File: src/rtl/fft_pkg.sv
// Shared FFT sequencer types and constants: geometry, FSM states, twiddle ROM builder.
// The twiddle table is built at elaboration time from the real cosine.
package fft_pkg;
  localparam int DATA_W = 32;
  localparam int N      = 8;
  localparam int LOG2N  = $clog2(N);
  localparam int TW_MAX = 32;
  localparam real PI    = 3.14159265358979323846;

  typedef enum logic [1:0] {
    ST_LOAD,
    ST_ISSUE,
    ST_WRITE,
    ST_UNLOAD
  } state_t;

  // Round-to-nearest-even double -> single; tiny residues such as cos(pi/2) snap to +0.
  function automatic logic [31:0] real_to_single(input real x);
    logic [63:0] d;
    logic [30:0] mag;
    int          e;
    d = $realtobits(x);
    if (x > -1.0e-9 && x < 1.0e-9) return 32'h0;
    e   = int'(d[62:52]) - 896;
    mag = {e[7:0], d[51:29]};
    if (d[28] && ((|d[27:0]) || d[29])) mag = mag + 31'd1;
    return {d[63], mag};
  endfunction

  function automatic logic [TW_MAX*32-1:0] tw_rom_init(input int n);
    logic [TW_MAX*32-1:0] t;
    t = '0;
    for (int k = 0; k < n / 2; k++)
      t[k*32 +: 32] = real_to_single($cos(2.0 * PI * real'(k) / real'(n)));
    return t;
  endfunction

  localparam logic [TW_MAX*32-1:0] TW_ROM = tw_rom_init(N);

  function automatic int bitrev(input int k, input int bits);
    int r;
    r = 0;
    for (int i = 0; i < bits; i++) r = (r << 1) | ((k >> i) & 1);
    return r;
  endfunction
endpackage

File: src/rtl/fft_addr_gen.sv
// Radix-2 in-place butterfly addressing from stage s and butterfly index j.
// Purely combinational, no handshake.
module fft_addr_gen #(
  parameter int N     = 8,
  parameter int LOG2N = $clog2(N),
  parameter int SW    = $clog2(LOG2N),
  parameter int JW    = LOG2N - 1
) (
  input  logic [SW-1:0]    s,
  input  logic [JW-1:0]    j,
  output logic [LOG2N-1:0] a_idx,
  output logic [LOG2N-1:0] b_idx,
  output logic [LOG2N-1:0] tw_idx
);
  logic [LOG2N-1:0] jx;
  logic [LOG2N-1:0] half;
  logic [LOG2N-1:0] pos;

  always_comb begin
    jx     = LOG2N'(j);
    half   = LOG2N'(1) << s;
    pos    = jx & (half - LOG2N'(1));
    a_idx  = ((jx >> s) << (int'(s) + 1)) | pos;
    b_idx  = a_idx | half;
    tw_idx = pos << (LOG2N - 1 - int'(s));
  end
endmodule

File: src/rtl/fft_bf_sequencer.sv
// In-place radix-2 FFT sequencer: bit-reversed load, ISSUE/WRITE per butterfly, natural-order unload.
// First out_valid N*LOG2N cycles after the last load beat; unload holds data under out_ready=0.
module fft_bf_sequencer import fft_pkg::*; #(
  parameter int DATA_W = fft_pkg::DATA_W,
  parameter int N      = fft_pkg::N
) (
  input  logic              clk,
  input  logic              rst_n,
  input  logic              in_valid,
  output logic              in_ready,
  input  logic [DATA_W-1:0] in_data,
  output logic              out_valid,
  input  logic              out_ready,
  output logic [DATA_W-1:0] out_data,
  output logic [DATA_W-1:0] bf_a,
  output logic [DATA_W-1:0] bf_b,
  output logic [DATA_W-1:0] bf_w,
  input  logic [DATA_W-1:0] bf_plus,
  input  logic [DATA_W-1:0] bf_minus,
  output logic              busy
);
  localparam int LOG2N = $clog2(N);
  localparam int SW    = $clog2(LOG2N);
  localparam int JW    = LOG2N - 1;
  localparam logic [TW_MAX*32-1:0] TW_TABLE = tw_rom_init(N);

  state_t            state;
  logic [LOG2N-1:0]  k;
  logic [LOG2N-1:0]  m;
  logic [SW-1:0]     s;
  logic [JW-1:0]     j;
  logic [LOG2N-1:0]  a_idx;
  logic [LOG2N-1:0]  b_idx;
  logic [LOG2N-1:0]  tw_idx;
  logic [LOG2N-1:0]  load_idx;
  logic [31:0]       tw_word;
  logic [DATA_W-1:0] sbuf [N];

  fft_addr_gen #(.N(N), .LOG2N(LOG2N), .SW(SW), .JW(JW)) u_addr (
    .s      (s),
    .j      (j),
    .a_idx  (a_idx),
    .b_idx  (b_idx),
    .tw_idx (tw_idx)
  );

  assign load_idx = LOG2N'(bitrev(int'(k), LOG2N));
  assign tw_word  = TW_TABLE[int'(tw_idx)*32 +: 32];

  // Sample buffer carries no reset: LOAD rewrites every entry before compute reads it.
  always_ff @(posedge clk) begin
    if (state == ST_LOAD && in_valid) begin
      sbuf[load_idx] <= in_data;
    end else if (state == ST_WRITE) begin
      sbuf[a_idx] <= bf_plus;
      sbuf[b_idx] <= bf_minus;
    end
  end

  always_ff @(posedge clk or negedge rst_n) begin
    if (!rst_n) begin
      state     <= ST_LOAD;
      k         <= '0;
      m         <= '0;
      s         <= '0;
      j         <= '0;
      in_ready  <= 1'b1;
      out_valid <= 1'b0;
      busy      <= 1'b0;
      out_data  <= '0;
      bf_a      <= '0;
      bf_b      <= '0;
      bf_w      <= '0;
    end else begin
      case (state)
        ST_LOAD: begin
          if (in_valid) begin
            if (k == LOG2N'(N - 1)) begin
              k        <= '0;
              s        <= '0;
              j        <= '0;
              in_ready <= 1'b0;
              busy     <= 1'b1;
              state    <= ST_ISSUE;
            end else begin
              k <= k + LOG2N'(1);
            end
          end
        end
        ST_ISSUE: begin
          bf_a  <= sbuf[a_idx];
          bf_b  <= sbuf[b_idx];
          bf_w  <= DATA_W'(tw_word);
          state <= ST_WRITE;
        end
        ST_WRITE: begin
          state <= ST_ISSUE;
          if (j == JW'(N / 2 - 1)) begin
            j <= '0;
            if (s == SW'(LOG2N - 1)) begin
              s         <= '0;
              out_valid <= 1'b1;
              // Entry 0 is never touched by the final butterfly, so it is already settled.
              out_data  <= sbuf[0];
              state     <= ST_UNLOAD;
            end else begin
              s <= s + SW'(1);
            end
          end else begin
            j <= j + JW'(1);
          end
        end
        ST_UNLOAD: begin
          if (out_ready) begin
            if (m == LOG2N'(N - 1)) begin
              m         <= '0;
              out_valid <= 1'b0;
              busy      <= 1'b0;
              in_ready  <= 1'b1;
              state     <= ST_LOAD;
            end else begin
              m        <= m + LOG2N'(1);
              out_data <= sbuf[m + LOG2N'(1)];
            end
          end
        end
        default: state <= ST_LOAD;
      endcase
    end
  end
endmodule

File: config.mk
export PLATFORM = sky130hd
export DESIGN_NAME = fft_bf_sequencer
export DESIGN_NICKNAME = d
export VERILOG_FILES = /design/src/rtl/fft_pkg.sv /design/src/rtl/fft_addr_gen.sv /design/src/rtl/fft_bf_sequencer.sv
export SDC_FILE = /design/constraint.sdc
export NUM_CORES = 1
export LEC_CHECK = 0
export ABC_AREA = 1
export CORE_MARGIN = 1.5
export CORE_UTILIZATION = 30
export DETAILED_ROUTE_END_ITERATION = 16
export GPL_TIMING_DRIVEN = 0
export PLACE_DENSITY_LB_ADDON = 0.15
export SYNTH_ARGS = -nofsm -noshare
export SYNTH_HDL_FRONTEND = slang
export SYNTH_SLANG_ARGS = --single-unit
File: constraint.sdc
create_clock -name clk -period 8.35 [get_ports clk]
set_input_delay 1.2525 -clock clk [delete_from_list [all_inputs] [get_ports clk]]
set_output_delay 1.2525 -clock clk [all_outputs]
set_load 0.02 [all_outputs]
======== Word level (Yosys, flattened, before mapping) ========
Memory sizes are Yosys's and may differ from the RTL's. A register that Yosys moved wholly into a read port is not among the register bits.
Cells that the tools add are included.
word-level totals
  input bits .............................. 100
  word-level logic and storage cells ...... 100
  register bits ........................... 79
  RAM bits ................................ 256
  output and inout bits ................... 131
  memories ................................ 1
memory list
  name  words  bits a word  rd ports  clocked after memory_dff  wr ports  line                    source
  sbuf  8      32           4         2                         2         fft_bf_sequencer.sv:37  logic [DATA_W-1:0] sbuf [N];
cells by class
  equality and inequality tests ........... 14
  bitwise gates (word level) .............. 5
  mux-type cells .......................... 42
  reductions and logical operators ........ 16
  $add $sub $neg .......................... 7
  shift operators ......................... 5
operators with widths
  cell                        count
  $shiftx 1024x9->32 const A  1
  $mux 32                     5
  $pmux 32 s2                 1
  $shl 3x32->3                2
  $reduce_or 32->1            1
  $mux 2                      11
  $mux 1                      16
  $reduce_and 5->1            3
  $mux 3                      3
  $eq 2x2->1 const B          4
  $ne 2x2->1 const B          4
  $pmux 2 s2                  2
  $pmux 2 s4                  1
  $reduce_and 4->1            2
  $add 3x1->3 const B         2
  $eq 3x3->1 const B          2
  $ne 2x1->1 const B          3
  $or 3x3->3                  2
  $pmux 1 s2                  3
  $reduce_bool 2->1           3
  $add 2x1->2 const B         2
  $reduce_and 2->1            2
  $add 2x1->3 const B         1
  $and 2x3->3                 1
  11 further kinds            12

======== Longest topological paths before layout ========
  depth in word-level cells ............... 6
  gate-level depth with buffers ........... 14

======== Modules after synthesis ========
From an unflattened synthesis, not the netlist that was laid out.
second synthesis, totals
  cell total of the unflattened synthesis .. 3,135
  area total of the unflattened synthesis .. 23,008.3 sq um
modules (own cells, without submodules)
  module            area an instance (sq um)  sequential area each (sq um)  times used  cells an instance
  fft_bf_sequencer  22,801.9                  10,566.4                      1           3,096
  fft_addr_gen      206.4                     0.0                           1           39

======== Worst setup path before layout ========
OpenSTA, ideal clock, no wires.
  path kind ............................... reg-to-reg
  start point ............................. register s[0]
  end point ............................... memory sbuf[1][0], enable pin
  setup slack ............................. 3,739 ps
  data arrival time ....................... 4,145 ps
  clock period less this slack ............ 4,611 ps
  setup time .............................. 466 ps
  cell stages (with the launch flop) ...... 13
  cells stage by stage .................... dfrtp_1 buf_4 inv_1 ha_1 nor2_1 nand3_2 nand2_1 buf_4 buf_4 o21ai_0 inv_1 nand2_1 o21ai_0
RTL lines
  item                    line                     source
  from (decl)             fft_bf_sequencer.sv:30   logic [SW-1:0] s;
  from (signal assigned)  fft_bf_sequencer.sv:107  s <= s + SW'(1);
  to (decl)               fft_bf_sequencer.sv:37

==> results.md <==
- Flop-to-flop setup slack: approximately 4.2 ns
- Overall power: around 15 mW
- First-pass GRT wire length: 180000 µm
- Clock tree from TritonCTS: yes
- Endpoint of the worst register-to-register path: sbuf[3][19]
- Vias after detailed routing: 25202
- Achievable Freq: around 0.24 GHz
- Worst Hold Path EP: bf_a[13]
- Largest cells by area after synthesis: sky130_fd_sc_hd__edfxtp_1, sky130_fd_sc_hd__nand2_1, sky130_fd_sc_hd__dfrtp_1
- Number of buffers inserted by port buffering: between 200 and 250
- Vias in the first global route: between 20000 and 25000
- Category of the worst setup path launch point: flop
- Layout Cells excl Fill: ~4500
- Post-CTS Hold Fix Bufs: 0
- Max-slew violations: 0
- Final WS setup: 4.24 ns
- Initial drt markers: between 4000 and 5000
- Row Count: just over 100
- Per-cell routed wire length: 29.4 µm
- Largest net degree at the start of global routing: 62
- Clock buffer depth: 3
- Worst EP arrival: about 4.4 ns
- Antenna Violating Nets Remaining: 0
- Buffers inserted by post-CTS timing repair: 0
- Synthesized flop and latch total: around 370
- Weighted congestion at the end of routability-driven global placement: 1.04
- Max-slew headroom: 8.62%
- Clock edge transition at the registers on the reported setup and hold paths: 0.06 ns
- DP Cell Count: 4381
- Storage cell area: 10600 µm²
- Avg Inst Size Synth: 7.40 µm²
- H-tree Lvls: 2
- Clock sink count: 371
- Nets: 3510
- Hold slack: 0.477 ns
- Transition time of the tightest slew-check pin: 1.37 ns
- Vias per cell: 5.64
- Fraction of the yosys area taken by sequential cells: between 40% and 50%
- Count of synthesis-stage warnings from yosys: 0
- Width of the die: 280 µm
- Crit Path Category: reg -> reg
- Top Ports: 231
- Worst clock skew: 0.0298 ns
- Post-route core utilization: 37.3%
- Shortest period the worst path allows: 4.11 ns
- Count of cells along the worst register-to-register path: 13
- Run status: finished clean
- Root Buffer Master: sky130_fd_sc_hd__clkbuf_16
- Total die area: roughly 78000 µm²
- GRT Resource Usage Total: between 30% and 40%
- Global route overflow: 0
- Maximum fanout along the worst path: 20
- Post-cts sizing count: 0
- Post-Synthesis Cell Area: 23000 µm²
- Most used DFF post-synth: sky130_fd_sc_hd__edfxtp_1
- Ranking of synthesized cells by instance count: sky130_fd_sc_hd__nand2_1, sky130_fd_sc_hd__o21ai_0, sky130_fd_sc_hd__nand3_1
- Critical path capture point type: flop
- Placed wire-length estimate: approximately 96000 µm
- Fin. Hold Viols: 0
- Crit path required time: 8.64 ns
- Worst Hold Path Cells: 2
- Static leakage: 12.0 nW
- Placeable Area: 75900 µm²
- Power per cell area: 529 nW/µm²
- Portion of synthesized cell area occupied by the leading cell type: 33.4%
- Worst-skew pair later-pin latency: 0.61 ns
- Number of flops mapped to enable cells by yosys: between 200 and 300
- Number of antenna diodes: 0
- Chip height: 280 µm
- Unrepaired setup endpoints after global routing: no
- Count leader, synth: sky130_fd_sc_hd__nand2_1
- Count of TritonRoute iterations in the first routing pass: 8
- Area leader, netlist: sky130_fd_sc_hd__edfxtp_1
- Number of buffers created by CTS: 46
- Fraction of layout cells with a size suffix above 1: 7.31%
- # setup viols final: 0
- Post-synthesis cell type count: 30
- Hold Path Origin: bf_a[13]
- Initial Util: a little under a third
- Ratio of final minimum period to clock period: just under 50%
- Maximum resistive drop on vdd: 343 µV
- Fillcell total: 8049
- Path category of the worst min-delay check: reg -> reg
- Area of the multi-input gates: just over 10000 µm²
- Area added between synthesis and finish: 23.1%
- Total detailed-routing wirelength: 131000 µm
- Minimum setup slack after placement: 4.29 ns
- Instance count of the mapped netlist: 3112
- Ys async rst share: a little under a third
- Number of antenna violations at the first check in global routing: 3
- Max-cap violations: 0
- DRC errors left: 0
- Reg-to-reg startpoint: s[0]
-- flip-flops by register name, indices dropped and copies added (netlist names) --
register	cells
bf_a	32
bf_b	32
bf_w	4
busy	1
in_ready	1
j	2
k	3
m	3
out_data	32
out_valid	1
s	2
sbuf	256
state	2
-- cells by family (layout without fill, tap and decap cells) --
logic type,count (synthesis),count (layout),synth area share [%]
AO/OA/AOI/OAI,806,806,18.3
adder cells (fa/ha/maj),11,11,0.598
buffers and inverters,550,862,10.1
flip-flops,371,371,45.9
other,1,13,0.0163
AND/OR/NAND/NOR,1373,1373,25.1
-- layout make-up --
class,instances,area share [%]
multi-input combinational,2203,36.2
sequential,371,37.3
clock inverter,15,0.486
inverter,284,3.77
buffer,266,4.42
tap,1030,4.55
timing repair buffer,227,8.43
clock buffer,70,4.81
-- metal layers --
layer	track usage (%)	share of wire, %	vias up
met4	17.6	6.1	2
li1	-	-	11055
met1	43.8	40	11998
met2	47.3	41	1752
met5	0	0.0099	-
met3	10.0	12	395
-- critical path: stages (launching register included) --
cell and delay, ns:
sky130_fd_sc_hd__dfrtp_1 0.41, sky130_fd_sc_hd__buf_4 0.19, sky130_fd_sc_hd__inv_1 0.11, sky130_fd_sc_hd__ha_1 0.35, sky130_fd_sc_hd__nor2_1 0.21, sky130_fd_sc_hd__nand3_2 0.28, sky130_fd_sc_hd__nand2_1 0.20, sky130_fd_sc_hd__buf_4 0.17
sky130_fd_sc_hd__buf_4 0.26, sky130_fd_sc_hd__o21ai_0 0.14, sky130_fd_sc_hd__inv_1 0.09, sky130_fd_sc_hd__nand2_1 0.25, sky130_fd_sc_hd__o21ai_4 0.82, sky130_fd_sc_hd__buf_12 0.27
-- placed cells by master (no fill, tap or decap), types with 11 or more instances in the layout --
cell,instances
sky130_fd_sc_hd__a21oi_1,237
sky130_fd_sc_hd__buf_1,18
sky130_fd_sc_hd__buf_2,108
sky130_fd_sc_hd__buf_4,32
sky130_fd_sc_hd__clkbuf_1,122
sky130_fd_sc_hd__clkbuf_16,48
sky130_fd_sc_hd__clkdlybuf4s50_1,216
sky130_fd_sc_hd__conb_1,13
sky130_fd_sc_hd__dfrtp_1,114
sky130_fd_sc_hd__edfxtp_1,256
sky130_fd_sc_hd__ha_1,11
sky130_fd_sc_hd__inv_1,272
sky130_fd_sc_hd__inv_2,11
sky130_fd_sc_hd__nand2_1,825
sky130_fd_sc_hd__nand3_1,324
sky130_fd_sc_hd__nand4_1,64
sky130_fd_sc_hd__nor2_1,151
sky130_fd_sc_hd__o211ai_1,65
sky130_fd_sc_hd__o21ai_0,427
sky130_fd_sc_hd__o21ai_1,62
-- how the worst max path moves through the flow --
stage / slack [ns] / cells after the start / endpoint / start
finish: 4.24 / 13 / sbuf[3][19] / s[0]
global route: 4.12 / 13 / sbuf[3][21] / s[0]
CTS: 4.37 / 13 / sbuf[3][19] / s[0]
detailed placement: 4.29 / 8 / sbuf[3][14] / in_valid
global placement: -0.07 / 7 / sbuf[1][13] / in_valid
floorplan: 3.74 / 12 / sbuf[1][0] / s[0]
-- through the flow --
step	instance area, µm²	TNS (ns)
CTS	28300	0
finish	28300	0
floorplan	23100	0
global placement	26500	-3.67
global route	28300	0
detailed placement	26800	0
-- power by group --
part           total (mW)  switching (mW)  leakage [nW]  internal (mW)
sequential           3.37           0.481          3.68           2.89
combinational        9.58            7.05          7.60           2.53
clock                2.02           0.858         0.739           1.16
total                15.0            8.39          12.0           6.58
Note: power is estimated with default switching activity, not from simulation.
